## src/rtl/devolver_cedulas_seq.sv

```systemverilog
// Sequential banknote return: ejects stored notes one at a time, channel 0 first,
// each as a timed eject pulse followed by a mandatory idle gap.
module devolver_cedulas_seq #(
  parameter int CHANNELS     = 2,
  parameter int CNT_W        = 4,
  parameter int PULSE_CYCLES = 4,
  parameter int GAP_CYCLES   = 2
) (
  input  logic                                    clk,
  input  logic                                    reset,
  input  logic                                    devolver_dinheiro,
  input  logic                                    cancelar,
  input  logic [CHANNELS*CNT_W-1:0]               contagem,
  output logic [CHANNELS-1:0]                     led,
  output logic                                    ocupado,
  output logic                                    concluido,
  output logic [CNT_W+$clog2(CHANNELS+1)-1:0]     restante
);

  localparam int SUM_W   = CNT_W + $clog2(CHANNELS + 1);
  localparam int SEL_W   = (CHANNELS > 1) ? $clog2(CHANNELS) : 1;
  localparam int TMR_MAX = (PULSE_CYCLES > GAP_CYCLES) ? PULSE_CYCLES : GAP_CYCLES;
  localparam int TMR_W   = $clog2(TMR_MAX + 1);

  typedef enum logic [2:0] {
    S_IDLE,
    S_SELECT,
    S_PULSE,
    S_GAP,
    S_DONE
  } state_t;

  state_t                           state, state_nxt;
  logic [CHANNELS-1:0][CNT_W-1:0]   cnt, cnt_nxt;
  logic [TMR_W-1:0]                 timer, timer_nxt;
  logic [SEL_W-1:0]                 sel, sel_nxt, pick;
  logic [CHANNELS-1:0]              led_nxt;
  logic                             req_prev, accept, any_nz;

  function automatic logic [SUM_W-1:0] sum_counts(input logic [CHANNELS-1:0][CNT_W-1:0] c);
    logic [SUM_W-1:0] s;
    s = '0;
    for (int i = 0; i < CHANNELS; i++) s = s + SUM_W'(c[i]);
    return s;
  endfunction

  always_comb begin
    state_nxt = state;
    cnt_nxt   = cnt;
    timer_nxt = timer;
    sel_nxt   = sel;
    accept    = devolver_dinheiro && !req_prev && (state == S_IDLE);
    any_nz    = 1'b0;
    pick      = '0;
    // Descending scan so the lowest-index nonzero channel wins.
    for (int i = CHANNELS - 1; i >= 0; i--) begin
      if (cnt[i] != '0) begin
        any_nz = 1'b1;
        pick   = SEL_W'(i);
      end
    end

    case (state)
      S_IDLE: begin
        if (accept) begin
          cnt_nxt   = contagem;
          state_nxt = S_SELECT;
        end
      end
      S_SELECT: begin
        if (cancelar || !any_nz) begin
          state_nxt = S_DONE;
        end else begin
          sel_nxt   = pick;
          timer_nxt = TMR_W'(PULSE_CYCLES);
          state_nxt = S_PULSE;
        end
      end
      S_PULSE: begin
        if (timer == TMR_W'(1)) begin
          if (cnt[sel] != '0) cnt_nxt[sel] = cnt[sel] - CNT_W'(1);
          timer_nxt = TMR_W'(GAP_CYCLES);
          state_nxt = cancelar ? S_DONE : S_GAP;
        end else begin
          timer_nxt = timer - TMR_W'(1);
        end
      end
      S_GAP: begin
        if (cancelar) begin
          timer_nxt = '0;
          state_nxt = S_DONE;
        end else if (timer == TMR_W'(1)) begin
          timer_nxt = '0;
          state_nxt = S_SELECT;
        end else begin
          timer_nxt = timer - TMR_W'(1);
        end
      end
      S_DONE:  state_nxt = S_IDLE;
      default: state_nxt = S_IDLE;
    endcase

    led_nxt = '0;
    for (int i = 0; i < CHANNELS; i++) begin
      led_nxt[i] = (state_nxt == S_PULSE) && (sel_nxt == SEL_W'(i));
    end
  end

  // Outputs are registered from next-state values so they line up with the state.
  always_ff @(posedge clk) begin
    if (reset) begin
      state     <= S_IDLE;
      cnt       <= '0;
      timer     <= '0;
      sel       <= '0;
      req_prev  <= 1'b1;
      led       <= '0;
      ocupado   <= 1'b0;
      concluido <= 1'b0;
      restante  <= '0;
    end else begin
      state     <= state_nxt;
      cnt       <= cnt_nxt;
      timer     <= timer_nxt;
      sel       <= sel_nxt;
      req_prev  <= devolver_dinheiro;
      led       <= led_nxt;
      ocupado   <= (state_nxt != S_IDLE);
      concluido <= (state_nxt == S_DONE);
      restante  <= sum_counts(cnt_nxt);
    end
  end

endmodule
```

## config.mk

```make
export PLATFORM = sky130hd
export DESIGN_NAME = devolver_cedulas_seq
export DESIGN_NICKNAME = d
export VERILOG_FILES = /design/src/rtl/devolver_cedulas_seq.sv
export SDC_FILE = /design/constraint.sdc
export NUM_CORES = 1
export LEC_CHECK = 0
export CORE_ASPECT_RATIO = 1.1
export CORE_MARGIN = 2
export CORE_UTILIZATION = 50
export DETAILED_ROUTE_END_ITERATION = 8
export GPL_TIMING_DRIVEN = 1
export PLACE_DENSITY = 0.8
export SLEW_MARGIN = 0
export SYNTH_ARGS = -nofsm -noshare
export SYNTH_HDL_FRONTEND = slang
export SYNTH_SLANG_ARGS = --single-unit
```

## constraint.sdc

```tcl
create_clock -name clk -period 3.3 [get_ports clk]
set_clock_uncertainty 0.05 [all_clocks]
set_input_delay 0.33 -clock clk [delete_from_list [all_inputs] [get_ports clk]]
set_output_delay 0.33 -clock clk [all_outputs]
set_load 0.02 [all_outputs]
```

* After elaboration in Yosys (flattened, before gate mapping)
Cells that the tools add are included.
** Word-level totals
- Flip-flop bits (word level) :: 26
- Output and inout port bits :: 10
** Cells by class
- Add/sub/neg operators :: 3
- $lt $le $gt $ge :: 2
- Eq/ne operators :: 7
- Muxes and demuxes :: 26
- Bitwise logic cells :: 1
- Reduce and logical (&&, ||, !) cells :: 15
** Operators by type and width (number)
- 3-bit 2-to-1 mux :: 10
- 8-bit 2-to-1 mux :: 3
- 8-bit one-hot mux with 2 select lines :: 1
- 4-bit 2-to-1 mux :: 3
- 3-bit one-hot mux with 4 select lines :: 1
- 4-bit nonzero test :: 3
- 3-bit by 2-bit equality test with 1-bit output (second input constant) :: 3
- 3-bit one-hot mux with 3 select lines :: 1
- 8-bit bitwise mux :: 1
- 3-bit by 1-bit equality test with 1-bit output (second input constant) :: 2
- 3-bit nonzero test :: 2
- 4-bit by 4-bit adder with 5-bit output :: 1
- 1-bit logical AND :: 5
- 1-bit 2-to-1 mux :: 5
- 4-bit demux with 1-bit select :: 1
- 4-bit by 1-bit subtractor with 4-bit output (second input constant) :: 1
- 3-bit equality test (second input constant) :: 1
- 3-bit zero test :: 1
- 3-bit by 1-bit subtractor with 3-bit output (second input constant) :: 1
- 1-bit zero test :: 2
- 1-bit by 2-bit < comparator with 1-bit output (second input constant) :: 1
- 2-bit != test (second input constant) :: 1
- 2-bit AND reduction :: 1
- 1-bit greater-or-equal comparator (second input constant) :: 1
- 2 further kinds :: 2

* Depth between registers and ports, before layout
Gate-level depths: netlist (run 1).
- Depth in word-level cells :: 9
- Gate-level depth with buffers :: 13
- Gate-level depth less buffers :: 12

* Worst setup path after synthesis (run 1)
No wires, ideal clock.
- Kind :: reg-to-reg
- Start :: register sel
- End :: register restante[3]
- Library setup time :: 0.128 ns
- Arrival time :: 2.473 ns
- Required time :: 3.122 ns
- Path slack :: 0.649 ns
- Cell stages (with the launch flop) :: 13
- Period minus slack after synthesis :: 2.651 ns
- Cell sequence :: dfxtp_1 buf_2 mux2i_1 ha_1 nor3b_1 o21ai_1 a21oi_1 a211oi_1 ha_1 a21o_1 a21oi_1 xor2_1 nor2_1
** RTL lines
- start: declaration :: line 36 : logic [SEL_W-1:0] sel, sel_nxt, pick;
- start signal: assignment :: line 125 : sel <= sel_nxt;
- end signal: assignment :: line 130 : restante <= sum_counts(cnt_nxt);
- end: declaration :: line 17 : output logic [CNT_W+$clog2(CHANNELS+1)-1:0] restante

==> summary.txt, run 1 <==
Worst Hold Class = register to register
Vias in the first global route = 1301
Layout cell share with drive strength beyond 1 = 6.35%
CTS Buffer Depth = 2
Post-route setup slack = 334 ps
Post-route ant nets = 0
Largest net degree at the start of global routing = 24
Final min period = 2970 ps
Ant. Diodes = 0
CTS tree = yes
Die Y = 61.3 um
F_max = 337 MHz
Main combinational cell family by area after synthesis = compound AO/OA/AOI/OAI gates
Mapped Area = 1490 um2
Power Total = 0.590 mW
DRC viols = 0
FF+latch count, synth = 25
Final nets = 210
Internal reg-to-reg setup slack = 330 ps
Post-synthesis xor/xnor area fraction = 1.17%
Period utilization = 89.9%
R2R Path Start = sel
Power Density = 343 nW/um2
Setup WS pre-CTS = 373 ps
First-pass GRT wire length = 5550 um
Max layer used = met4
DR WL met3 = 165 um
Final instance area = 1720 um2
GRT overflow = 0
Sequential cell area = 500 um2
Status = finished clean
Clk_lat worst skew = 340 ps
Leak = 0.648 nW
R2R Path End = restante[4]
# hold bufs at CTS = 0
Chip width = 56.1 um
Dpl cell area = 1690 um2
I/O pin cnt = 22
Post-synth EDFFs = 0
Post_cts resized = 0
Critical Path Sink Type = register
Cell Int Power = 0.417 mW
Initial core utilization = 53.2%
Mapped Cells = 173
Core Box Area = 2800 um2
WL/cell = 14.8 um
Vias = 1338
Area share of fa/ha/maj cells after synthesis = 7.89%
Synthesized area per cell = 8.62 um2
CP max stage cell = dfxtp_1
Clock network power share = 24.6%
H-tree levels = 1
Clk slew on worst S/H paths = 140 ps
RSZ-0062 raised after global routing = false
Syn Nets = 193
Actual slew at the worst max-slew pin = 497 ps
Flop pwr share = 55.3%
Initial antenna violation count = 0
Crit path max-delay family = adder cells
Worst Path Required = 3530 ps
Setup TNS = 0 ps
First drt pass iteration count = 4
Total die area = 3440 um2
Post CTS Setup Buffer Count = 0
Netlist cell types = 56
Comb pwr share = 20.1%
Worst setup startpoint = sel
Area grow syn2layout = 15.2%
Multi-input combinational cell area = 905 um2
Number of DRC markers in iteration 0 = 58
Crit start category = register
Wirelength, routed = 3280 um
Row Count = 20
Cell chain of the critical path = mux2i_1 -> ha_1 -> or3b_1 -> a21oi_1 -> o21ai_0 -> nand2_1 -> ha_1 -> inv_1 -> fa_1 -> nor2b_1 -> o21ai_0 -> a21oi_1
Synth async-reset ratio = 0%
Post-synthesis compound-gate area fraction = 25.0%
GRT Util Overall = 21.0%
Sw Ratio = 29.3%
Data arrival time of the critical path = 3200 ps
Sequential area share after synthesis = 33.6%
CTS Sinks = 25
Worst reg-to-reg path cell count = 12
Root Buffer = clkbuf_4
Worst rel slew slack = 66.6%
Stages on the worst setup path = 12
WL met2 = 1680 um
Simple-gate area share of the yosys netlist = 24.3%
Mux contribution to synthesized area = 2.01%
Synth warnings = 0
Hold Vio Cnt, Final = 0
CP endpoint = restante[4]
CP max FO = 8
Fillcell total = 246
WL met1 = 1330 um
Synth Flop Type = dfxtp_1
Setup Viol. Count Final = 0
DP HPWL = 2550 um
Max stage delay on crit path = 530 ps
Max-cap violation count = 0
Final Max Tran Viols = 0
Port Buffers = 20
Inserted Clock Buffers = 3
Net load switching power = 0.173 mW
Kind of critical path = register to register
Gpl congestion = 0.882
Vias per cell = 6.03
Maximum vdd drop = 0.200 mV
Buf/Inv on CP = 1
-- sequential cells by signal, indices dropped and copies added, names as in the netlist --
register   count
concluido      1
led            2
state          3
req_prev       1
ocupado        1
restante       5
cnt            8
timer          3
sel            1
-- cell families (layout without fill, tap and decap cells) --
| group | Yosys count | in the layout |
|---|---|---|
| and+or+nand+nor | 59 | 59 |
| AOI/OAI and AO/OA | 56 | 56 |
| DFF | 25 | 25 |
| buffers and inverters | 18 | 34 |
| adders and majority gates | 9 | 9 |
| muxes | 3 | 3 |
| xor gates and xnor gates | 2 | 2 |
| other | 1 | 1 |
-- Yosys cell counts (all sizes together), types with 3 or more instances --
cell | count | share of area, %
a211oi | 4 | 2.0
a21o | 3 | 1.5
a21oi | 18 | 6.0
a2bb2oi | 3 | 1.8
buf | 5 | 2.4
clkbuf | 4 | 1.1
dfxtp | 25 | 34
ha | 7 | 5.9
inv | 9 | 2.3
mux2i | 3 | 2.0
nand2 | 8 | 2.0
nand3 | 4 | 1.3
nor2 | 15 | 3.8
nor2b | 5 | 2.1
nor3 | 3 | 1.8
nor3b | 4 | 2.0
nor4 | 5 | 3.4
o21ai | 10 | 3.4
-- layout make-up --
class	instances	area share, %
Clock buffer	3	1.31
Clock inverter	1	0.437
Inverter	9	1.97
Multi-Input combinational cell	130	52.7
Sequential cell	25	29.1
Tap cell	33	2.40
Timing Repair Buffer	21	12.1
-- layout by cell type, fill, tap and decap left out, types with 2 or more instances in the layout --
| cell | count |
|---|---|
| o21ai_0 | 8 |
| mux2i_1 | 3 |
| nor2_1 | 15 |
| a2bb2oi_1 | 3 |
| clkdlybuf4s50_1 | 20 |
| a21o_1 | 3 |
| nand3b_1 | 2 |
| nor3b_1 | 4 |
| inv_1 | 9 |
| nand2_1 | 8 |
| nand3_1 | 4 |
| and2_1 | 2 |
| nor4_2 | 3 |
| nand2b_1 | 2 |
| xor2_1 | 2 |
| a21oi_1 | 18 |
| dfxtp_1 | 25 |
| o21ai_1 | 2 |
| nor4_1 | 2 |
| or3b_1 | 2 |
| ha_1 | 7 |
| a211oi_1 | 4 |
| a2111oi_0 | 2 |
| clkbuf_4 | 3 |
| nor2b_1 | 5 |
| nor3_1 | 2 |
-- power by group through the flow --
stage / registers (mW) / logic [mW] / clock network (mW)
6_report: 0.326 / 0.119 / 0.145
5_1_grt: 0.329 / 0.131 / 0.161
4_1_cts: 0.326 / 0.118 / 0.150
3_5_place_dp: 0.333 / 0.118 / 0
3_3_place_gp: 0.332 / 0.116 / 0
2_1_floorplan: 0.337 / 0.0719 / 0
-- worst min-delay path by stage --
| stage | startpoint | endpoint | slack, ps | cells after the start |
|---|---|---|---|---|
| floorplan | reset | cnt[5] | 370 | 1 |
| global placement | timer[0] | timer[0] | 450 | 1 |
| detailed placement | timer[0] | timer[0] | 480 | 1 |
| CTS | timer[0] | timer[0] | 500 | 1 |
| global route | timer[0] | timer[0] | 560 | 1 |
| finish | timer[0] | timer[0] | 500 | 1 |
-- metal layers --
layer | vias to the layer above | track usage, %
met4 | 0 | 12.6
met5 | - | 0
met2 | 43 | 39.7
met1 | 617 | 22.6
li1 | 668 | -
met3 | 10 | 3.15
-- per-stage QoR --
stage / hold slack (ps) / utilization (%) / instances
2_1_floorplan: 370 / - / 173
3_3_place_gp: 452 / 60.2 / 218
3_5_place_dp: 477 / 60.2 / 218
4_1_cts: 496 / 61.3 / 222
5_1_grt: 556 / 61.3 / 222
6_report: 500 / 61.3 / 222
No activity file was read; power rests on OpenSTA's default activity.
==> run 2, diff against run 1 <==
Settings changed: CORE_ASPECT_RATIO 1.1 to 0.7, CORE_UTILIZATION 50 to 30, PLACE_DENSITY 0.8 to 0.55.
==> run 2 against run 1 <==
  * First-iteration DRC count increased by 150%
  * Fmax decreased by 3.5%
  * Combinational power about the same
  * Global-route usage decreased by 7.2 points
  * Sequential cell count unchanged
  * Critical path depth unchanged
==> summary.txt, run 2 (synthesis gave the netlist of run 1 again) <==
Internal reg-to-reg setup slack = 230 ps (-110 ps)
Row Count = 21 (+5.0%)
Final Max Tran Viols = 0 (unchanged)
Core Box Area = 4780 um2 (+71%)
Max-cap violation count = 0 (unchanged)
DP HPWL = 2710 um (+6.3%)
Worst rel slew slack = 63.2% (-3.4 points)
Setup TNS = 0 ps (unchanged)
Ant. Diodes = 0 (unchanged)
Max FFs per register = 8 (unchanged)
Max stage delay on crit path = 510 ps (-20 ps)
Sequential cell area = 500 um2 (unchanged)
Initial antenna violation count = 0 (unchanged)
GRT overflow = 0 (unchanged)
Crit start category = register
Cell chain of the critical path = mux2i_1 -> ha_1 -> or3b_1 -> a21oi_1 -> o21ai_0 -> nand2_1 -> ha_1 -> inv_1 -> fa_1 -> nor2b_1 -> o21ai_0 -> a21oi_1
Hold Vio Cnt, Final = 0 (unchanged)
Dpl cell area = 1730 um2 (+2.7%)
Total die area = 5560 um2 (+62%)
Critical Path Sink Type = register
Area grow syn2layout = 19.3%
CTS Buffer Depth = 2 (unchanged)
R2R Path End = restante[4]
Worst setup startpoint = sel
CP endpoint = restante[4]
Data arrival time of the critical path = 3240 ps (+40 ps)
DRC viols = 0 (unchanged)
Worst Hold Class = register to register
F_max = 325 MHz (-3.5%)
Flop pwr share = 51.3% (-4.0 points)
Layout cell share with drive strength beyond 1 = 6.35% (unchanged)
CP max FO = 8 (unchanged)
CTS Sinks = 25 (unchanged)
Leak = 0.660 nW (+1.8%)
Vias = 1268 (-5.2%)
Clock network power share = 30.0% (+5.4 points)
Power Density = 358 nW/um2 (+4.4%)
Crit path max-delay family = adder cells
Stages on the worst setup path = 12 (unchanged)
Number of DRC markers in iteration 0 = 144 (+150%)
CTS tree = yes
Vias per cell = 4.91 (-18%)
GRT Util Overall = 13.8% (-7.2 points)
Root Buffer = clkbuf_8
Final nets = 210 (unchanged)
Worst reg-to-reg path cell count = 12 (unchanged)
Hold path cells = 1 (unchanged)
Vias in the first global route = 1150 (-12%)
H-tree levels = 1 (unchanged)
Setup Viol. Count Final = 0 (unchanged)
CP max stage cell = dfxtp_1
Commonest non-fill, non-tap cell in the layout = dfxtp_1
WL/cell = 13.9 um (-5.9%)
R2R Path Start = sel
RSZ-0062 raised after global routing = false
Worst Path Required = 3460 ps (-70 ps)
Buf/Inv on CP = 1 (unchanged)
Final instance area = 1780 um2 (+3.6%)
Clk slew on worst S/H paths = 90 ps (-50 ps)
Largest net degree at the start of global routing = 16 (-33%)
# hold bufs at CTS = 0 (unchanged)
Clk_lat worst skew = 280 ps (-60 ps)
Post-route ant nets = 0 (unchanged)
Net load switching power = 0.183 mW (+5.9%)
Gpl congestion = 0.840 (-4.8%)
Actual slew at the worst max-slew pin = 546 ps (+49.7 ps)
Chip width = 88.3 um (+57%)
Post_cts resized = 0 (unchanged)
Fillcell total = 517 (+110%)
Initial core utilization = 31.2% (-22 points)
Inserted Clock Buffers = 3 (unchanged)
Sw Ratio = 28.7% (-0.59 points)
First-pass GRT wire length = 6020 um (+8.5%)
Post CTS Setup Buffer Count = 0 (unchanged)
Status = finished clean
Commonest cells after routing, fill and taps aside = dfxtp_1 (25), clkdlybuf4s50_1 (20), a21oi_1 (18)
I/O pin cnt = 22 (unchanged)
Cell Int Power = 0.455 mW (+9.0%)
Final min period = 3070 ps (+108 ps)
Period utilization = 93.2% (+3.3 points)
Biggest register = cnt
Comb pwr share = 18.7% (-1.4 points)
Maximum vdd drop = 0.109 mV (-45%)
Multi-input combinational cell area = 905 um2 (unchanged)
Biggest regs = cnt: 8 flops, restante: 5 flops
Die Y = 63.0 um (+2.8%)
Port Buffers = 20 (unchanged)
First drt pass iteration count = 4 (unchanged)
Wirelength, routed = 3580 um (+9.4%)
Kind of critical path = register to register
-- run 2: cell types whose count changed in the layout (fill, tap and decap cells not counted) --
cell,delta
clkbuf_4,-3
clkinv_2,+1
clkbuf_8,+3
clkinvlp_4,-1
-- run 2: how the worst min path moves through the flow --
stage	startpoint	end	slack, ps
after floorplan	reset	cnt[5]	370
after global placement	timer[0]	timer[0]	460
after detailed placement	timer[0]	timer[0]	460
after CTS	timer[0]	timer[0]	470
after global routing	timer[0]	timer[0]	500
final	timer[0]	timer[0]	470
-- run 2: layout make-up --
class,instances,share of cell area [%]
well taps,69,4.85
flip-flops and latches,25,28.1
repair buffers,21,11.7
clock inverters,1,0.281
inverters,9,1.90
clock buffers,3,2.32
multi-input cells,130,50.8
-- run 2: routing by layer --
metal | part of all wire [%] | up-vias | global-route usage, %
li1 | - | 661 | -
met4 | 0.28 | 0 | 2.27
met3 | 6.1 | 2 | 2.91
met1 | 58 | 578 | 24.9
met2 | 35 | 27 | 15.6
met5 | 0 | - | 0
-- run 2: power by group through the flow --
stage                     clock network (mW)  logic [mW]  registers (mW)
after floorplan                            0      0.0719           0.337
after global routing                   0.215       0.133           0.329
after detailed placement                   0       0.119           0.333
after global placement                     0       0.119           0.334
after CTS                              0.202       0.119           0.327
final                                  0.191       0.119           0.327
-- run 2: through the flow --
stage / hold slack, ps / util, % / worst slack [ps] / instances / power [mW]
2_1_floorplan: 370 / - / 649 / 173 / 0.409
3_3_place_gp: 459 / 36.2 / 268 / 254 / 0.453
3_5_place_dp: 459 / 36.2 / 275 / 254 / 0.452
4_1_cts: 472 / 37.2 / 235 / 258 / 0.648
5_1_grt: 499 / 37.2 / 31.1 / 258 / 0.677
6_report: 466 / 37.2 / 226 / 258 / 0.638
==> run 3, diff against run 2 <==
Settings changed: CAP_MARGIN from default to 20, SKIP_CTS_REPAIR_TIMING from default to 1.
==> results of run 3 <==
Final layout, timing and power as in run 2 (identical DEF).
